--- src/rtl/wash_pkg.sv ---
// rtl/wash_pkg.sv - shared types and default timing constants for the wash panel
package wash_pkg;

  typedef enum logic [2:0] {
    IDLE,
    ARM,
    RUN,
    PAUSED,
    ABORT,
    FAULT
  } panel_state_t;

  // Defaults shared with the machine controller bench
  localparam int DEF_DEB_CYCLES  = 4;
  localparam int DEF_WDOG_CYCLES = 64;

endpackage

--- src/rtl/btn_debounce.sv ---
// rtl/btn_debounce.sv - per-button debouncer with single-cycle press event
module btn_debounce #(
  parameter int DEB_CYCLES = 4
) (
  input  logic clk,
  input  logic rst,
  input  logic raw,
  output logic level,
  output logic press
);

  localparam int CW = $clog2(DEB_CYCLES + 1);

  logic [CW-1:0] cnt;
  logic          level_q;

  // Count consecutive samples that disagree with the level; flip on the DEB_CYCLES-th one
  always_ff @(posedge clk or posedge rst) begin
    if (rst) begin
      cnt   <= '0;
      level <= 1'b0;
    end else if (raw == level) begin
      cnt <= '0;
    end else if (cnt == CW'(DEB_CYCLES - 1)) begin
      level <= raw;
      cnt   <= '0;
    end else begin
      cnt <= cnt + CW'(1);
    end
  end

  // Previous debounced level, for rising-edge detection
  always_ff @(posedge clk or posedge rst) begin
    if (rst) level_q <= 1'b0;
    else     level_q <= level;
  end

  assign press = level & ~level_q;

endmodule

--- src/rtl/wash_panel_ctrl.sv ---
// rtl/wash_panel_ctrl.sv - wash panel FSM, option latches, watchdog and cycle counter
module wash_panel_ctrl
  import wash_pkg::*;
#(
  parameter int DEB_CYCLES  = DEF_DEB_CYCLES,
  parameter int WDOG_CYCLES = DEF_WDOG_CYCLES,
  parameter int CNT_W       = 8
) (
  input  logic             clk,
  input  logic             rst,
  input  logic             btn_start,
  input  logic             btn_double,
  input  logic             btn_dry,
  input  logic             btn_pause,
  input  logic             btn_stop,
  input  logic             done,
  output logic             start,
  output logic             double_wash,
  output logic             dry_wash,
  output logic             time_pause,
  output logic             stop,
  output logic             busy,
  output logic             fault,
  output logic [CNT_W-1:0] cycles_done
);

  localparam int              WD_W    = (WDOG_CYCLES > 1) ? $clog2(WDOG_CYCLES) : 1;
  localparam logic [WD_W-1:0] WD_LAST = WD_W'(WDOG_CYCLES - 1);

  panel_state_t     state, state_n;
  logic [WD_W-1:0]  wdog;
  logic             opt_double, opt_dry;
  logic [CNT_W-1:0] cnt;

  logic [4:0] raw_btn, btn_level, btn_press, ev;
  logic       ev_start, ev_double, ev_dry, ev_pause, ev_stop;

  assign raw_btn = {btn_stop, btn_pause, btn_dry, btn_double, btn_start};

  for (genvar i = 0; i < 5; i++) begin : g_deb
    btn_debounce #(.DEB_CYCLES(DEB_CYCLES)) u_deb (
      .clk   (clk),
      .rst   (rst),
      .raw   (raw_btn[i]),
      .level (btn_level[i]),
      .press (btn_press[i])
    );
  end

  // Press events, qualified by the debounced level they rose from
  assign ev        = btn_press & btn_level;
  assign ev_start  = ev[0];
  assign ev_double = ev[1];
  assign ev_dry    = ev[2];
  assign ev_pause  = ev[3];
  assign ev_stop   = ev[4];

  // State register
  always_ff @(posedge clk or posedge rst) begin
    if (rst) state <= IDLE;
    else     state <= state_n;
  end

  // Next-state logic; done outranks stop, watchdog and pause in RUN/PAUSED
  always_comb begin
    state_n = state;
    unique case (state)
      IDLE:   if (ev_start) state_n = ARM;
      ARM:    state_n = RUN;
      RUN: begin
        if (done)                 state_n = IDLE;
        else if (ev_stop)         state_n = ABORT;
        else if (wdog == WD_LAST) state_n = FAULT;
        else if (ev_pause)        state_n = PAUSED;
      end
      PAUSED: begin
        if (done)          state_n = IDLE;
        else if (ev_stop)  state_n = ABORT;
        else if (ev_pause) state_n = RUN;
      end
      ABORT:  state_n = IDLE;
      FAULT:  if (ev_stop) state_n = IDLE;
      default: state_n = IDLE;
    endcase
  end

  // Options toggle only in IDLE, so they stay frozen for the whole wash
  always_ff @(posedge clk or posedge rst) begin
    if (rst) begin
      opt_double <= 1'b0;
      opt_dry    <= 1'b0;
    end else if (state == IDLE) begin
      if (ev_double) opt_double <= ~opt_double;
      if (ev_dry)    opt_dry    <= ~opt_dry;
    end
  end

  // Watchdog: cleared on ARM, counts RUN cycles, frozen everywhere else
  always_ff @(posedge clk or posedge rst) begin
    if (rst)                wdog <= '0;
    else if (state == ARM)  wdog <= '0;
    else if (state == RUN)  wdog <= wdog + WD_W'(1);
  end

  // Completed-cycle counter, wrapping; only done seen in RUN/PAUSED counts
  always_ff @(posedge clk or posedge rst) begin
    if (rst)                                           cnt <= '0;
    else if (done && (state == RUN || state == PAUSED)) cnt <= cnt + CNT_W'(1);
  end

  assign start       = (state == ARM);
  assign time_pause  = (state == PAUSED);
  assign stop        = (state == ABORT) || (state == FAULT);
  assign busy        = (state == ARM) || (state == RUN) || (state == PAUSED) || (state == ABORT);
  assign fault       = (state == FAULT);
  assign double_wash = opt_double;
  assign dry_wash    = opt_dry;
  assign cycles_done = cnt;

endmodule

--- config.mk ---
export PLATFORM = sky130hd
export DESIGN_NAME = wash_panel_ctrl
export DESIGN_NICKNAME = d
export VERILOG_FILES = /design/src/rtl/wash_pkg.sv /design/src/rtl/btn_debounce.sv /design/src/rtl/wash_panel_ctrl.sv
export SDC_FILE = /design/constraint.sdc
export NUM_CORES = 1
export LEC_CHECK = 0
export ABC_AREA = 1
export CORE_MARGIN = 2
export CORE_UTILIZATION = 51
export DETAILED_ROUTE_END_ITERATION = 8
export DONT_BUFFER_PORTS = 1
export PLACE_DENSITY = 0.66
export RECOVER_POWER = 50
export SYNTH_ARGS = -nofsm -noshare
export SYNTH_HDL_FRONTEND = slang
export SYNTH_SLANG_ARGS = --single-unit
--- constraint.sdc ---
create_clock -name clk -period 1.7 [get_ports clk]
set_input_delay 0.085 -clock clk [delete_from_list [all_inputs] [get_ports clk]]
set_output_delay 0.085 -clock clk [all_outputs]
set_load 0.01 [all_outputs]
# Word level (Yosys, flattened, before mapping)
# Index checks and enable logic that the tools add are counted.
# Widths: inputs -> output; s select.
# totals
ff_bits	44
in_bits	8
output_inout_bits	15
# classes
n_addsub	7
eq_ne	20
n_mux	22
n_bitwise	18
n_reduce_logical	16
# ops
operator	count
$mux 3	19
$eq 3x2->1 const B	7
$add 3x1->3 const B	5
$pmux 3 s5	1
$reduce_and 2->1	7
$mux 6	2
$not 1->1	12
$add 8x1->8 const B	1
$add 6x1->6 const B	1
$eq 3x3->1 const B	2
$eq 6x6->1 const B	1
$and 1x1->1	5
$and 5x5->5	1
$eq 1x1->1	5
$logic_or 1x1->1	5
$ne 5x5->1 const B	1
$ne 4x2->1 const B	1
$reduce_and 4->1	1
$eq 3x1->1 const B	1
$logic_not 3->1	1
$ne 2x1->1 const B	1
$ne 2x2->1 const B	1
$reduce_bool 2->1	1
$logic_and 1x1->1	1

# Depth between registers and ports, before layout
# Gate-level depths: netlist of the first run.
# logic_depth
ltp_word	8
mapped_depth	8
depth_no_buf	8

# Hierarchy
# From an unflattened synthesis of the first run, not the netlist that was laid out.
# unflattened
hier_cells	252
area_unflattened_um2	2109.5
# by_module_without_submodules
mod	n_inst	cells_per_inst	area_per_inst_um2
btn_debounce	5	26	219.0
wash_panel_ctrl	1	122	1014.7

# Least setup slack after synthesis of the first run
# Ideal clock, no wire load.
# synth_timing
path_kind	reg2reg
start	reg wdog[0]
end	reg state[0]
setup_time_ns	0.117
arrival_time_ns	1.069
setup_slack_ns	0.514
stages_incl_launch_ff	9
n_path_buf	0
period_less_slack_ns	1.186
cell_sequence	dfrtp_1 ha_1 nand2_1 nor2_1 nand2_1 nand3_1 nand2_1 nand2_1 nand2_1
# synth_via
elab_chain_len	5
word_cells_on_any_way	7
cone_classes	eq/ne (2); mux (4); reduce/logical (1)
# synth_lines
element	line	rtl
start: declaration	wash_panel_ctrl.sv:31	logic [WD_W-1:0] wdog;
start signal: assignment	wash_panel_ctrl.sv:102	else if (state == RUN) wdog <= wdog + WD_W'(1);
$eq 6x6->1 (*)	wash_panel_ctrl.sv:73	else if (wdog == WD_LAST) state_n = FAULT;
$mux 3	wash_panel_ctrl.sv:73	
$mux 3	wash_panel_ctrl.sv:72	else if (ev_stop) state_n = ABORT;
$mux 3	wash_panel_ctrl.sv:71	if (done) state_n = IDLE;
$pmux 3 s5	wash_panel_ctrl.sv:67	unique case (state)
end signal: assignment	wash_panel_ctrl.sv:61	else state <= state_n;
end: declaration	wash_panel_ctrl.sv:30	panel_state_t state, state_n;
# Mark *: on every way between the ends. The rest lies on a longest branch, timed or not.
# A chain may end at the register's enable or synchronous reset.

# Worst setup path after layout of the first run
# layout_timing
start	reg state[2]
end	out busy
# layout_via
elab_chain_len	4
word_cells_on_any_way	7
cone_classes	eq/ne (4); reduce/logical (3)
# layout_lines
element	line	rtl
$eq 3x1->1 / $eq 3x2->1 (equally long branches)	wash_panel_ctrl.sv:114	assign busy = (state == ARM) || (state == RUN) || (state == PAUSED) || (state == ABORT);
$logic_or 1x1->1 (2 in a row)	wash_panel_ctrl.sv:114	
$logic_or 1x1->1 (*)	wash_panel_ctrl.sv:114	
end: declaration	wash_panel_ctrl.sv:22	output logic busy,
# Marks and branches as above.

==> summary.md, run 1 <==
| Metric | Value |
|---|---|
| Final count of pins violating max slew | 0 |
| Final-report hold violation count | 1 |
| Num rows | 22 |
| Wire length of the first global-routing pass | 5590 µm |
| Floorplan die height | ~67 µm |
| Final nets | 254 |
| Number of inserted filler cells in the final layout | about 330 |
| Die area | 0.00446 mm² |
| Clk_lat worst skew | 0.29 ns |
| Antenna fix cells | 0 |
| Slew at the pin closest to its max-slew limit | 0.626 ns |
| Routability-driven placement congestion ratio | ~0.77 |
| Clock tree from TritonCTS | built |
| Worst hold-check path type | primary input to flop |
| Max Root-Sink Buffers | 2 |
| Sequential-to-total area share from yosys stat | 54.7% |
| Setup violations, final | 0 |
| Number of distinct library cells after synthesis | 24 |
| TritonCTS Buffers | 5 |
| Flops & latches, synth | 44 |
| Largest vdd supply drop | 729 µV |
| Worst hold-check slack | -0.00145 ns |
| Critical path type | flop to output pin |
| Synth Instances | 223 |
| Synthesized cell area | 0.00201 mm² |
| Required time worst endpoint | 1.62 ns |
| Total of cells resized after clock tree synthesis | 0 |
| Hold-fix buffers at CTS | 7 |
| Clock transition at the register clock pins on the worst setup and hold paths after CTS | 0.08 ns |
| Port buffer count | 0 |
| Summed negative setup slack over all endpoints | 0 ns |
| Routed vias | 1374 |
| P&R area growth vs syn | 11.7% |
| Startpoint types | flop |
| Via count of the first global-routing pass | 1282 |
| Worst Path Buf+Inv | 1 |
| Ratio of cells with drive above 1 in the final layout | 9.21% |
| Number of antenna violations at the first check in global routing | 0 |
| Violations in the final reports | hold timing |
| Deepest level of the CTS H-tree | 2 |
| Outcome | finished with violations |
| Tightest slew margin relative to the limit | 58.0% |
| Syn. warnings | 0 |
| Leakage | 1.16 nW |
| Ports | 23 |
| Clock sink count | 44 |
| GRT Overall Usage | 17.2% |
| Initial DRC count | 87 |
| Tcrit/Tclk final | 82.2% |
| Final cell count without fillers | 287 |
| Slowest cell on crit path | dfrtp_1 |
| Cell family with the largest share of critical-path delay | flip-flops |
| Core region area | 0.00372 mm² |
| Clk root buf | clkbuf_8 |
| Die Span X | 66.8 µm |
| Largest net degree at the start of global routing | 20 |
| Wire per inst | 11.0 µm |
| RSZ-0062 raised after global routing | false |
| Number of iterations in the first detailed-routing pass | 4 |
| Synth Net Count | 238 |
| Power per cell area | 1550 mW/mm² |
| Number of vias per cell after detailed routing | 4.79 |
| Endpoint kind of the worst setup timing path | output pin |
| Max-cap viol count | 0 |
| Post-route minimum period | 1.40 ns |
| CP Data Arrival Time | around 1.3 ns |
| DPL Wire Length | 2360 µm |
| DRC | 0 |
| Worst-case clock skew | around 0.0033 ns |
| Post-synthesis area per instance | roughly 9 µm² |
| Post-CTS setup buffers | 0 |
| Peak clock frequency supported by timing | approximately 700 MHz |
| Crit path cell chain | inv_2, nor2_1, nand2_1, nand3_1 |
| Initial core utilization | 54.1% |
| Worst Path Max Fanout | 5 |
| Count of placed standard cells including taps | 273 |
| Total Wirelength | 3170 µm |
| Number of routed nets with antenna violations | 0 |
| Max stage delay on crit path | 0.47 ns |
| Remaining Overflow, GRT | 0 |
[cells in the final DEF (no fill, tap or decap), types with 3 or more instances in the layout]
cell type / instances
nand2_1: 58
dfrtp_1: 44
inv_1: 31
nor2_1: 16
nand3_1: 11
nor3_1: 10
xnor2_1: 9
ha_1: 7
dlygate4sd3_1: 7
inv_2: 5
o21ai_0: 5
clkbuf_8: 5
nand4_1: 4
nand2_2: 3
nand3b_1: 3
o21ai_1: 3
[routing by layer]
layer	wire length (µm)	vias to the layer above	part of all wire [%]	track usage [%]
met4	41	0	1.3	6.89
met5	0	-	0	0
met2	1430	22	45	24.5
met1	1560	622	49	23.6
met3	140	5	4.4	6.42
li1	-	725	-	-
[sequential cells by signal, summed over array words and instances, names as in the netlist]
name                 cells
g_deb.u_deb.cnt         15
cycles_done              8
wdog                     6
g_deb.u_deb.level        5
g_deb.u_deb.level_q      5
state                    3
double_wash              1
dry_wash                 1
[where the power goes]
part,internal [mW],leakage [nW],switching [mW]
combinational,0.435,0.557,0.657
clock,0.278,0.0400,0.340
sequential,1.41,0.567,0.357
total,2.12,1.16,1.35
[through the flow]
| stage | total power, mW | util [%] | worst slack, ns | instance area (µm²) | hold slack [ns] |
|---|---|---|---|---|---|
| finish | 3.47 | 60.5 | 0.303 | 2250 | -0.00145 |
| global route | 3.79 | 60.5 | 0.247 | 2250 | 0.0322 |
| CTS | 3.51 | 60.6 | 0.294 | 2250 | 0.000872 |
| detailed placement | 2.87 | 56.5 | 0.419 | 2100 | 0.0135 |
| global placement | 2.85 | 56.5 | 0.453 | 2100 | 0.0117 |
| floorplan | 2.62 | - | 0.514 | 2010 | 0.195 |
[cell families (layout without fill, tap and decap cells)]
group	Yosys count	count (layout)	synth area share [%]
multiplexers	1	1	0.560
buffers and inverters	37	53	6.90
flip-flops	44	44	54.7
XOR/XNOR	11	11	4.79
AO/OA/AOI/OAI	12	12	3.17
AND/OR/NAND/NOR	111	111	25.5
adder cells (fa/ha/maj)	7	7	4.35
[path summary, 6_finish.rpt]
| check | start | to | slack (ns) | cells past startpoint |
|---|---|---|---|---|
| worst max-delay path | state[2] | busy | 0.30 | 4 |
| max in group asynchronous | rst | wdog[2] | 0.65 | 3 |
| worst min-delay path | btn_start | g_deb[0].u_deb.cnt[1] | -0.001 | 2 |
| min in group asynchronous | rst | g_deb[4].u_deb.cnt[1] | 0.24 | 2 |
| worst max register to register | wdog[0] | state[0] | 0.42 | 8 |
| worst min register to register | g_deb[0].u_deb.level | g_deb[0].u_deb.level_q | 0.42 | 0 |
[Yosys cell counts]
cell / number / area share (%)
nand2_1: 58 / 11
dfrtp_1: 44 / 55
inv_1: 32 / 6.0
nor2_1: 16 / 3.0
nand3_1: 11 / 2.7
nor3_1: 10 / 2.5
xnor2_1: 9 / 3.9
ha_1: 7 / 4.4
inv_2: 5 / 0.93
o21ai_0: 5 / 1.2
nand4_1: 4 / 1.2
nand2_2: 3 / 0.93
nand3b_1: 3 / 1.1
o21ai_1: 3 / 0.75
a21oi_1: 2 / 0.50
nor3_4: 2 / 1.6
xor2_1: 2 / 0.87
mux2_2: 1 / 0.56
nor2_2: 1 / 0.31
nor2_4: 1 / 0.56
nor3b_1: 1 / 0.37
o21bai_1: 1 / 0.37
o22ai_1: 1 / 0.31
or2_2: 1 / 0.31
[area by class of cell]
type                    count  area [µm²]  area share, %
inverters                  37         139           6.18
clock inverters             2        12.5          0.557
multi-input cells         142         772           34.4
flip-flops and latches     44        1100           49.0
clock buffers               5        68.8           3.06
well taps                  48        60.1           2.67
repair buffers              9        93.8           4.18
(Power assumes the default switching activity.)
==> run 2, diff against run 1 <==
==> constraint.sdc (replaced) <==
create_clock -name clk -period 1.35 [get_ports clk]
set_input_delay 0.0675 -clock clk [delete_from_list [all_inputs] [get_ports clk]]
set_output_delay 0.0675 -clock clk [all_outputs]
set_load 0.01 [all_outputs]
==> run 2 against run 1 <==
The run now ends clean. Sequential share of layout area shrank 0.80 points. Final cell count grew 1.0%. Critical path depth grew 2. Critical endpoint is now wdog[4]. Highest routed layer unchanged.
==> summary.md, run 2 (same netlist as run 1, synthesis figures left out) <==
| Metric | Value |
|---|---|
| Max Root-Sink Buffers | 2 (unchanged) |
| Final nets | 257 (was 254) |
| Clk_lat worst skew | 0.29 ns (about the same) |
| Count of placed standard cells including taps | 275 (was 273) |
| Cell area after layout | 0.00229 mm² (was 0.00225 mm²) |
| Worst hold-check path type | primary input to flop (unchanged) |
| DPL Wire Length | 2430 µm (was 2360 µm) |
| Worst-case clock skew | 0.00763 ns (was 0.00333 ns) |
| Port buffer count | 0 (unchanged) |
| Core region area | 0.00372 mm² (unchanged) |
| Leakage | 1.19 nW (was 1.16 nW) |
| Deepest level of the CTS H-tree | 2 (unchanged) |
| Most common cell after layout, fill and taps aside | nand2_1 (unchanged) |
| Peak clock frequency supported by timing | 777 MHz |
| GRT Overall Usage | 17.6% (was 17.2%) |
| Reg with most FFs | g_deb.u_deb.cnt (unchanged) |
| Number of flip-flops under the largest register name | 15 (unchanged) |
| Ratio of cells with drive above 1 in the final layout | 12.8% (was 9.21%) |
| Routability-driven placement congestion ratio | 0.771 (was 0.765) |
| Die Span X | 66.8 µm (unchanged) |
| Initial DRC count | 86 (was 87) |
| Floorplan die height | 66.8 µm (unchanged) |
| Worst Path Max Fanout | 5 (unchanged) |
| Number of inserted filler cells in the final layout | 335 (was 331) |
| Clock tree from TritonCTS | built (unchanged) |
| Routed vias | 1430 (was 1374) |
| Post-route minimum period | about 1.3 ns |
| DRC | 0 (unchanged) |
| Startpoint types | flop (unchanged) |
| Placed Area | 0.00211 mm² (was 0.00210 mm²) |
| Power per cell area | 1980 mW/mm² (was 1550 mW/mm²) |
| P&R area growth vs syn | 13.7% (was 11.7%) |
| Remaining Overflow, GRT | 0 (unchanged) |
| TritonCTS Buffers | 5 (unchanged) |
| Total Wirelength | 3280 µm (was 3170 µm) |
| Die area | 0.00446 mm² (unchanged) |
| CP Data Arrival Time | 1.46 ns (was 1.31 ns) |
| Tightest slew margin relative to the limit | 61.7% (was 58.0%) |
| Wire per inst | 11.3 µm (was 11.0 µm) |
| Outcome | complete, no violations (was finished with violations) |
| Number of vias per cell after detailed routing | 4.93 (was 4.79) |
| Endpoint kind of the worst setup timing path | flop (was output pin) |
| Num rows | 22 (unchanged) |
| Required time worst endpoint | 1.53 ns (was 1.62 ns) |
| Critical path type | flop to flop (was flop to output pin) |
| Ports | 23 (unchanged) |
| Commonest cells after routing, fill and taps aside | nand2_1, dfrtp_1, inv_1 (unchanged) |
| Wire length of the first global-routing pass | 5790 µm (was 5590 µm) |
| Slew at the pin closest to its max-slew limit | 0.574 ns (was 0.626 ns) |
| Number of iterations in the first detailed-routing pass | 4 (unchanged) |
| Setup violations, final | 0 (unchanged) |
| Max-cap viol count | 0 (unchanged) |
| Area used by multi-input combinational logic | 782 µm² (was 772 µm²) |
| Largest net degree at the start of global routing | 45 (was 20) |
| Final count of pins violating max slew | 0 (unchanged) |
| Clk root buf | clkbuf_8 (unchanged) |
| Clock sink count | 44 (unchanged) |
| Final-report hold violation count | 0 (was 1) |
| Number of antenna violations at the first check in global routing | 0 (unchanged) |
| Clock transition at the register clock pins on the worst setup and hold paths after CTS | 0.08 ns (about the same) |
| Via count of the first global-routing pass | 1360 (was 1282) |
| Initial core utilization | 54.1% (unchanged) |
| Final cell count without fillers | 290 (was 287) |
| Tcrit/Tclk final | ~95% |
| Largest vdd supply drop | 929 µV (was 729 µV) |
| Number of routed nets with antenna violations | 0 (unchanged) |
| Area of all sequential standard cells | 0.00110 mm² (about the same) |
| Antenna fix cells | 0 (unchanged) |
run 2: cell count changes in the layout (fill, tap and decap cells not counted), sizes merged:
cell      previous run  this run
clkbuf               6         8
clkinvlp             1         0
clkinv               2         1
buf                  1         4
run 2: metal layers:
metal | GRT usage (%) | share of wire (%) | up-vias | wire length (µm)
li1 | - | - | 736 | -
met1 | 22.0 | 46 | 654 | 1520
met2 | 28.2 | 46 | 32 | 1510
met3 | 5.57 | 5.4 | 8 | 178
met4 | 6.89 | 2.0 | 0 | 65
met5 | 0 | 0 | - | 0
run 2: power by group:
| part | internal, mW | leakage, nW | switching (mW) |
|---|---|---|---|
| clock network | 0.456 | 0.0503 | 0.411 |
| logic | 0.590 | 0.571 | 0.875 |
| registers | 1.77 | 0.566 | 0.420 |
| total | 2.82 | 1.19 | 1.71 |
run 2: path summary, 6_finish.rpt:
path                                      start  cells after the start                endpoint  slack (ns)
setup / recovery                        wdog[0]                      6                 wdog[4]        0.06
hold / removal                             done                      3                state[2]        0.04
setup reg to reg                        wdog[0]                      6                 wdog[4]        0.06
hold reg to reg            g_deb[0].u_deb.level                      0  g_deb[0].u_deb.level_q        0.42
max in group asynchronous                   rst                      3                state[0]        0.55
min in group asynchronous                   rst                      3  g_deb[1].u_deb.level_q        0.39
run 2: what timing repair did:
| item | 4_1_cts | 5_1_grt |
|---|---|---|
| hold buffers | 7 | 0 |
| setup endpoints to repair | 0 | 5 |
| buffers inserted | 0 | 1 |
| gates resized for setup | 0 | 5 |
| endpoints found under the hold margin | 56 | 0 |
run 2: area by class of cell:
type / count / share of cell area (%)
Sequential cell: 44 / 48.2
Tap cell: 48 / 2.63
Clock buffer: 7 / 4.21
Inverter: 37 / 6.07
Multi-Input combinational cell: 142 / 34.2
Timing Repair Buffer: 12 / 4.70
run 2: worst max-delay path: stages (launching register included):
cell and delay, ns:
dfrtp_1 0.41, ha_2 0.21, nand2_2 0.06, nor2_2 0.15, buf_4 0.13, xor2_1 0.13
o22ai_1 0.08
run 2: metrics by stage:
step | TNS [ns] | hold slack (ns) | worst slack, ns | utilization [%] | power [mW]
detailed placement | 0 | 0.0125 | 0.0670 | 56.9 | 3.69
global route | -0.0143 | 0.0899 | -0.0121 | 61.5 | 4.92
CTS | 0 | 0.0278 | 0.0565 | 61.4 | 4.59
floorplan | 0 | 0.177 | 0.164 | - | 3.30
global placement | 0 | 0.0134 | 0.104 | 56.9 | 3.64
finish | 0 | 0.0368 | 0.0624 | 61.5 | 4.52
